--- src/rtl/bcd_adder_display.sv ---
// Serial packed-BCD adder with a multiplexed common-anode 7-segment scan of the registered sum.
// Latency: start sampled at edge 0 -> done (with sum/cout/err updated) in cycle DIGITS+1.
// Backpressure: start is only honoured in IDLE; requests while busy/done are dropped.
//
// Ports:
//   clk, rst         single system clock, synchronous active-high reset
//   start, a, b, cin one-cycle request with DIGITS-wide packed-BCD operands and decimal carry-in
//   busy, done       addition in progress / one-cycle result-update pulse
//   sum, cout, err   registered result, decimal carry-out, invalid-digit flag
//   An, Cout         active-low one-hot digit enables and {dp,g..a} segments
module bcd_adder_display #(
  parameter int DIGITS   = 4,
  parameter int SCAN_DIV = 50000
) (
  input  logic                  clk,
  input  logic                  rst,
  input  logic                  start,
  input  logic [4*DIGITS-1:0]   a,
  input  logic [4*DIGITS-1:0]   b,
  input  logic                  cin,
  output logic                  busy,
  output logic                  done,
  output logic [4*DIGITS-1:0]   sum,
  output logic                  cout,
  output logic                  err,
  output logic [DIGITS-1:0]     An,
  output logic [7:0]            Cout
);

  localparam int IW = (DIGITS > 1) ? $clog2(DIGITS) : 1;
  localparam int CW = (SCAN_DIV > 1) ? $clog2(SCAN_DIV) : 1;
  localparam logic [IW-1:0] LAST_IDX = IW'(DIGITS - 1);
  localparam logic [CW-1:0] LAST_CNT = CW'(SCAN_DIV - 1);

  typedef enum logic [1:0] {IDLE, ADD, DONE} state_t;

  state_t state, state_nxt;

  // Working copies: operands shift right so the active digit is always [3:0];
  // the partial sum shifts right with each new digit entering at the top.
  logic [4*DIGITS-1:0] wa, wb, ws;
  logic                wc, werr;
  logic [IW-1:0]       idx;

  logic [4:0]          t;
  logic [3:0]          dig;
  logic                c_nxt, bad;
  logic [4*DIGITS-1:0] dig_top, ws_nxt;

  // ---------------------------------------------------------------- adder digit
  always_comb begin
    t       = {1'b0, wa[3:0]} + {1'b0, wb[3:0]} + {4'b0, wc};
    dig     = t[3:0];
    c_nxt   = 1'b0;
    if (t > 5'd9) begin
      // 4-bit wrap of t+6 is the decimal-corrected digit.
      dig   = t[3:0] + 4'd6;
      c_nxt = 1'b1;
    end
    bad     = (wa[3:0] > 4'd9) || (wb[3:0] > 4'd9);
    dig_top = '0;
    dig_top[4*DIGITS-1 -: 4] = dig;
    ws_nxt  = (ws >> 4) | dig_top;
  end

  // ---------------------------------------------------------------- FSM
  always_ff @(posedge clk) begin
    if (rst) state <= IDLE;
    else     state <= state_nxt;
  end

  always_comb begin
    state_nxt = state;
    case (state)
      IDLE:    if (start) state_nxt = ADD;
      ADD:     if (idx == LAST_IDX) state_nxt = DONE;
      DONE:    state_nxt = IDLE;
      default: state_nxt = IDLE;
    endcase
  end

  assign busy = (state == ADD);
  assign done = (state == DONE);

  // Results are written on the final ADD edge so they are already valid
  // during the DONE cycle, coincident with the done pulse.
  always_ff @(posedge clk) begin
    if (rst) begin
      wa   <= '0;
      wb   <= '0;
      ws   <= '0;
      wc   <= 1'b0;
      werr <= 1'b0;
      idx  <= '0;
      sum  <= '0;
      cout <= 1'b0;
      err  <= 1'b0;
    end else begin
      case (state)
        IDLE: begin
          if (start) begin
            wa   <= a;
            wb   <= b;
            wc   <= cin;
            werr <= 1'b0;
            ws   <= '0;
            idx  <= '0;
          end
        end
        ADD: begin
          wa   <= wa >> 4;
          wb   <= wb >> 4;
          wc   <= c_nxt;
          werr <= werr | bad;
          ws   <= ws_nxt;
          idx  <= (idx == LAST_IDX) ? '0 : idx + IW'(1);
          if (idx == LAST_IDX) begin
            sum  <= ws_nxt;
            cout <= c_nxt;
            err  <= werr | bad;
          end
        end
        default: ;
      endcase
    end
  end

  // ---------------------------------------------------------------- display scan
  logic [CW-1:0] cnt;
  logic [IW-1:0] sidx, sidx_nxt;
  logic [3:0]    sdig;
  logic [7:0]    seg_nxt;

  always_comb begin
    sidx_nxt = sidx;
    if (cnt == LAST_CNT)
      sidx_nxt = (sidx == LAST_IDX) ? '0 : sidx + IW'(1);
    sdig = 4'(sum >> {sidx_nxt, 2'b00});
    case (sdig)
      4'd0:    seg_nxt = 8'hC0;
      4'd1:    seg_nxt = 8'hF9;
      4'd2:    seg_nxt = 8'hA4;
      4'd3:    seg_nxt = 8'hB0;
      4'd4:    seg_nxt = 8'h99;
      4'd5:    seg_nxt = 8'h92;
      4'd6:    seg_nxt = 8'h82;
      4'd7:    seg_nxt = 8'hF8;
      4'd8:    seg_nxt = 8'h80;
      4'd9:    seg_nxt = 8'h90;
      default: seg_nxt = 8'hFF;
    endcase
    // Decimal point on the most significant digit shows the carry-out.
    if ((sidx_nxt == LAST_IDX) && cout)
      seg_nxt[7] = 1'b0;
  end

  // An and Cout are both computed from the upcoming index so they move together.
  always_ff @(posedge clk) begin
    if (rst) begin
      cnt  <= '0;
      sidx <= '0;
      An   <= ~DIGITS'(1);
      Cout <= 8'hC0;
    end else begin
      cnt  <= (cnt == LAST_CNT) ? '0 : cnt + CW'(1);
      sidx <= sidx_nxt;
      An   <= ~(DIGITS'(1) << sidx_nxt);
      Cout <= seg_nxt;
    end
  end

endmodule

--- config.mk ---
export PLATFORM = sky130hd
export DESIGN_NAME = bcd_adder_display
export DESIGN_NICKNAME = d
export VERILOG_FILES = /design/src/rtl/bcd_adder_display.sv
export SDC_FILE = /design/constraint.sdc
export NUM_CORES = 1
export LEC_CHECK = 0
export CAP_MARGIN = 40
export CORE_ASPECT_RATIO = 2
export CORE_MARGIN = 2
export CORE_UTILIZATION = 50
export CTS_BUF_LIST = sky130_fd_sc_hd__clkbuf_2
export CTS_CLUSTER_DIAMETER = 60
export DETAILED_ROUTE_END_ITERATION = 10
export PLACE_DENSITY = 0.75
export SLEW_MARGIN = 20
export SYNTH_ARGS = -nofsm -noshare
export SYNTH_HDL_FRONTEND = slang
export SYNTH_SLANG_ARGS = --single-unit
--- constraint.sdc ---
create_clock -name clk -period 2.6 [get_ports clk]
set_input_delay 0.26 -clock clk [delete_from_list [all_inputs] [get_ports clk]]
set_output_delay 0.26 -clock clk [all_outputs]
set_load 0.02 [all_outputs]
# Word-level counts from Yosys, hierarchy flattened
# Memory sizes are Yosys's and may differ from the RTL's. A register that Yosys moved wholly into a read port is not among the register bits.
# Cells that the tools add are included.
# word_totals
output_inout_bits,32
in_bits,36
elab_cells,66
register_bits,102
romBits,112
n_memories,1
# memory_table
name,words,word_bits,read_ports,rd_ports_with_merged_regs,write_ports,line,text
(no name shown),16,7,1,1,0,139,case (sdig)
# classes
reduce_logical,8
mux,21
magnitude_cmp,3
bitwise_logic,3
n_shift,2
eq_ne,8
addsub,6
# ops
cell,count
case mux 16 bit (2 select lines),3
two-way mux 16 bit,3
adder 16 x 1 -> 16 bit (second input constant),1
== test 16 bit (second input constant),1
bitwise OR 12 x 16 -> 16 bit,1
right shift 16 x 4 -> 4 bit,1
two-way mux 2 bit,6
== test 2 bit (second input constant),4
> comparator 4 bit (second input constant),2
case mux 2 bit (2 select lines),2
AND reduction 2 bit,3
adder 4 x 4 -> 5 bit,1
adder 5 x 1 -> 5 bit,1
> comparator 5 x 4 -> 1 bit (second input constant),1
adder 2 x 1 -> 2 bit (second input constant),2
adder 4 x 3 -> 4 bit (second input constant),1
two-way mux 1 bit,4
two-way mux 4 bit,1
NOT 4 bit,1
case mux 1 bit (2 select lines),2
left shift 1 x 2 -> 4 bit (first input constant),1
== test 2 x 1 -> 1 bit (second input constant),1
zero test 2 bit,1
inequality test 2 x 1 -> 1 bit (second input constant),1
other kinds (6),6

# Logic depth before layout (Yosys ltp)
# depth
ltp_word,6
mapped_depth,12
depth_no_buf,11

# Least setup slack after synthesis
# Ideal clock, no wire load.
# synth_path
path_type,register to register
start,register wa[0]
end,register sum[14]
required_ns,2.529
path_slack_ns,0.034
period_less_slack_ns,2.566
setup_time_ns,0.071
path_stages_with_launch,10
n_path_buf,0
arrival_ns,2.495
path_cell_list,dfxtp_1 fa_1 fa_1 xnor2_1 ha_1 a31oi_1 a221oi_2 mux2i_1 nand2_1 a21oi_1
# synth_between
elab_chain_cells,5
word_cells_on_any_way,6
cone_classes,3 x add/sub; 1 x order compare; 1 x mux; 1 x bitwise
# synth_lines
item,line,text
start: declaration,41,"logic [4*DIGITS-1:0] wa, wb, ws;"
start signal: assignment,111,wa <= wa >> 4;
adder 4 x 4 -> 5 bit *,52,"t = {1'b0, wa[3:0]} + {1'b0, wb[3:0]} + {4'b0, wc};"
adder 5 x 1 -> 5 bit *,52,
adder 4 x 3 -> 4 bit or > comparator 5 x 4 -> 1 bit (tied branches),"57, 55",
two-way mux 4 bit *,55,if (t > 5'd9) begin
bitwise OR 12 x 16 -> 16 bit *,63,ws_nxt = (ws >> 4) | dig_top;
end signal: assignment,118,sum <= ws_nxt;
end: declaration,23,"output logic [4*DIGITS-1:0] sum,"
# Every way passes the cells marked *; elsewhere a longest branch is shown, timed or not.
# A chain may end at the register's enable or synchronous reset.

# Worst setup path in the final report
# Same ends and word-level chain as after synthesis.

==> flow_summary.rst <==
.. list-table::
   :header-rows: 1

   * - Metric
     - Value
   * - Synth Warn #
     - 0
   * - GRT Util Overall
     - 20.8%
   * - Quantity of hold-fixing buffers added after cts
     - 0
   * - Post-route core utilization
     - 64.2%
   * - Slowest library cell on the worst path
     - sky130_fd_sc_hd__fa_2
   * - Number of DRC violations after detailed-routing iteration 0
     - 184
   * - Count of final setup violators
     - 2
   * - WP data arrival
     - 3.17 ns
   * - Largest driver fanout on the critical path
     - 6
   * - Final WS setup
     - -0.0337 ns
   * - Synthesized area divided by synthesized cell count
     - 8.72 sq um
   * - Share of the cycle needed by the critical path after routing
     - 101%
   * - Fin cells
     - 662
   * - Critical path capture point type
     - flop
   * - Number of standard cells after synthesis
     - 486
   * - Largest stage delay on the critical path
     - 0.41 ns
   * - Startpoint class of the critical path
     - flop
   * - Buffers added on ports
     - 67
   * - Maximum clock path buffer count
     - 2
   * - CTS root buffer
     - sky130_fd_sc_hd__clkbuf_2
   * - Final antenna-violating net count
     - 0
   * - Category of cells accounting for the largest share of critical-path delay
     - adder cells
   * - Height of the die
     - 134 microns
   * - Number of hold-slack violations in the final timing report
     - 0
   * - Violations in the final reports
     - negative setup slack
   * - Count of maximum capacitance violations
     - 0
   * - Max VDD drop
     - 0.492 mV
   * - Number of distinct library cells after synthesis
     - 45
   * - Number of synthesized register bits
     - 98
   * - Post-route total power
     - 2730 uW
   * - Fraction of layout instances using a drive strength above 1
     - 13.1%
   * - Clock slew at the register clock pins of the worst setup and hold paths
     - 0.25 ns
   * - Insertion delay to the later sink of the worst-skew pair
     - 0.57 ns
   * - Total grt overflow
     - 0
   * - Clock tree from TritonCTS
     - done
   * - Worst hold-check path type
     - primary input to flop
   * - Placed Cells incl. Taps
     - 638
   * - Core footprint
     - 8230 sq um
   * - Critical path class
     - flop to flop
   * - Number of placement rows
     - 47
   * - Worst path cell trace
     - fa_2, fa_2, xnor2_2, ha_2, a31oi_2, a221oi_2, buf_4, mux2i_2, nand2_1, a21oi_2
   * - Cell leakage power
     - 0.00206 uW
   * - Number of levels the H-tree was split into
     - 3
   * - Count of pins over their slew limit
     - 0
   * - Slew at the pin with the worst max-slew slack
     - 0.585 ns
   * - Register area share after synthesis
     - 46.3%
   * - Post-Synthesis Net Count
     - 536
   * - Placed instance area
     - 5030 sq um
   * - Remaining DRCs
     - 0
   * - Routed vias/inst
     - 5.47
   * - First-pass GRT wire length
     - 15,700 microns
   * - Area growth from synthesis to layout
     - 24.7%
   * - Final critical-path required period
     - 2.63 ns
   * - Required arrival time at the worst endpoint
     - 3.14 ns
   * - Clock buffers created by TritonCTS
     - 9
   * - Tightest slew margin relative to the limit
     - 60.9%
   * - Die ar.
     - 9270 sq um
   * - Crit-path most repeated cell
     - sky130_fd_sc_hd__fa_2
   * - Initial cell density of the core
     - 51.5%
   * - Top FF cell, synth
     - sky130_fd_sc_hd__dfxtp_1
   * - Highest attainable clock frequency
     - 380 MHz
   * - Number of antenna violations at the first check in global routing
     - 1
   * - Combined area of all synthesized cells
     - 4240 sq um
   * - Worst clock skew
     - 0.0286 ns
   * - Async set-reset flop share out of synthesis
     - 0%
   * - Area of all placed cells without fillers
     - 5280 sq um
   * - Setup repair after global routing missed its margin
     - true
   * - Power density over cell area
     - 516 nW/um^2
   * - Count of buffer and inverter cells on the critical path
     - 1
   * - Total Routed Length
     - 9700 microns
   * - Placer's final routability congestion estimate
     - 0.852
   * - Total iterations of the first detailed-routing run
     - 4
   * - Via count
     - 3,621
   * - Number of global-route vias before repair
     - 3,493
   * - Horizontal extent of the die
     - 69.1 microns
   * - Io pins
     - 68
   * - Routed wirelength normalized by instance count
     - 14.7 microns
   * - Count of flip-flops with a built-in enable after synthesis
     - 0
   * - Result of the run
     - finished with violations
   * - Pin count of the biggest net entering global routing
     - 49
   * - Dpl hpwl
     - 6980 microns
   * - Final #Nets
     - 608
   * - CTS sink cnt
     - 98
[synth_stat cells (2+ instances only)]
cell type                   n  area, sq um
sky130_fd_sc_hd__dfxtp_1   98         1960
sky130_fd_sc_hd__nand2_1   91          342
sky130_fd_sc_hd__nor2_1    79          297
sky130_fd_sc_hd__a21oi_1   33          165
sky130_fd_sc_hd__a311oi_1  24          210
sky130_fd_sc_hd__clkbuf_1  24         90.1
sky130_fd_sc_hd__a22oi_1   17          128
sky130_fd_sc_hd__mux2i_1   13          130
sky130_fd_sc_hd__ha_1      12          150
sky130_fd_sc_hd__xnor2_1   11         96.3
sky130_fd_sc_hd__inv_1      8         30.0
sky130_fd_sc_hd__xor2_1     7         61.3
sky130_fd_sc_hd__nand3_1    6         30.0
sky130_fd_sc_hd__nor2b_1    6         37.5
sky130_fd_sc_hd__o21ai_0    6         30.0
sky130_fd_sc_hd__nor3_1     5         25.0
sky130_fd_sc_hd__buf_1      4         15.0
sky130_fd_sc_hd__and3_2     3         22.5
sky130_fd_sc_hd__mux2_2     3         33.8
sky130_fd_sc_hd__a211oi_1   2         15.0
sky130_fd_sc_hd__a21o_1     2         15.0
sky130_fd_sc_hd__a31oi_1    2         12.5
sky130_fd_sc_hd__and3_1     2         12.5
sky130_fd_sc_hd__and4bb_1   2         25.0
sky130_fd_sc_hd__buf_6      2         22.5
sky130_fd_sc_hd__fa_1       2         40.0
sky130_fd_sc_hd__mux2i_4    2         45.0
sky130_fd_sc_hd__nand4_1    2         12.5
sky130_fd_sc_hd__o31ai_1    2         15.0
[flip-flops by register name, indices dropped and copies added, names as in the netlist]
register	count
An	4
Cout	8
cnt	16
cout	1
err	1
idx	2
sidx	2
state	2
sum	16
wa	16
wb	16
wc	1
werr	1
ws	12
[area by class of cell]
class / instances / area, sq um
timing repair buffer: 92 / 861
sequential: 98 / 1970
inverter: 9 / 35.0
antenna: 1 / 2.50
clock inverter: 6 / 57.6
tap: 98 / 123
fill: 742 / 2950
clock buffer: 10 / 50.0
multi-input combinational: 348 / 2190
[through the flow]
step / worst slack (ns) / hold slack [ns] / setup TNS, ns
after floorplan: 0.0343 / 0.408 / 0
after global placement: 0.0958 / 0.430 / 0
after detailed placement: -0.0693 / 0.455 / -0.0866
after CTS: 0.0109 / 0.103 / 0
after global routing: -0.151 / 0.135 / -0.368
final: -0.0337 / 0.128 / -0.0484
[per-layer routing]
layer	GRT usage [%]	vias to the layer above	part of all wire (%)
met5	0	-	0
met4	11.0	0	3.2
met3	2.85	19	2.9
met2	40.0	87	57
met1	21.2	1702	37
li1	-	1813	-
[placed cells by master (no fill, tap or decap), types with 10 or more instances in the layout]
| cell type | count |
|---|---|
| sky130_fd_sc_hd__dfxtp_1 | 95 |
| sky130_fd_sc_hd__nand2_1 | 91 |
| sky130_fd_sc_hd__nor2_1 | 78 |
| sky130_fd_sc_hd__clkdlybuf4s50_1 | 66 |
| sky130_fd_sc_hd__a21oi_1 | 32 |
| sky130_fd_sc_hd__a311oi_1 | 24 |
| sky130_fd_sc_hd__buf_4 | 23 |
| sky130_fd_sc_hd__a22oi_1 | 17 |
| sky130_fd_sc_hd__mux2i_1 | 10 |
| sky130_fd_sc_hd__ha_1 | 10 |
| sky130_fd_sc_hd__clkbuf_2 | 10 |
[power by group]
part	leakage (uW)	internal [uW]	switching, uW
Combinational	0.00119	199	213
Sequential	0.000799	1560	43.3
Clock	0.0000630	217	489
Total	0.00206	1980	746
[cell families (layout without fill, tap and decap cells)]
group	Yosys count	count (layout)	share of synthesized area [%]
simple gates	203	203	20.8
mux	19	19	5.26
fa+ha+maj	14	14	4.49
flops	98	98	46.3
buf+inv	40	117	3.93
xor+xnor	18	18	3.72
compound gates	94	94	15.5
other cells	0	1	0
[repair_timing]
item | in CTS | in global routing
pin swaps | 1 | 1
setup buffers | 4 | 3
gates resized for setup | 8 | 16
setup endpoints to repair | 10 | 14
[worst register-to-register path, stage by stage (launching register included)]
cell and delay [ns]:
sky130_fd_sc_hd__dfxtp_2 0.39, sky130_fd_sc_hd__fa_2 0.41, sky130_fd_sc_hd__fa_2 0.39, sky130_fd_sc_hd__xnor2_2 0.19, sky130_fd_sc_hd__ha_2 0.22, sky130_fd_sc_hd__a31oi_2 0.05, sky130_fd_sc_hd__a221oi_2 0.29, sky130_fd_sc_hd__buf_4 0.21
sky130_fd_sc_hd__mux2i_2 0.25, sky130_fd_sc_hd__nand2_1 0.09, sky130_fd_sc_hd__a21oi_2 0.12
[path summary, 6_finish.rpt]
path / start / end / slack, ns / cells past startpoint
worst max-delay path: wa[0] / sum[14] / -0.03 / 10
worst min-delay path: rst / ws[6] / 0.13 / 2
worst max register to register: wa[0] / sum[14] / -0.03 / 10
worst min register to register: ws[5] / sum[1] / 0.45 / 2
No activity file was read; power rests on OpenSTA's default activity.
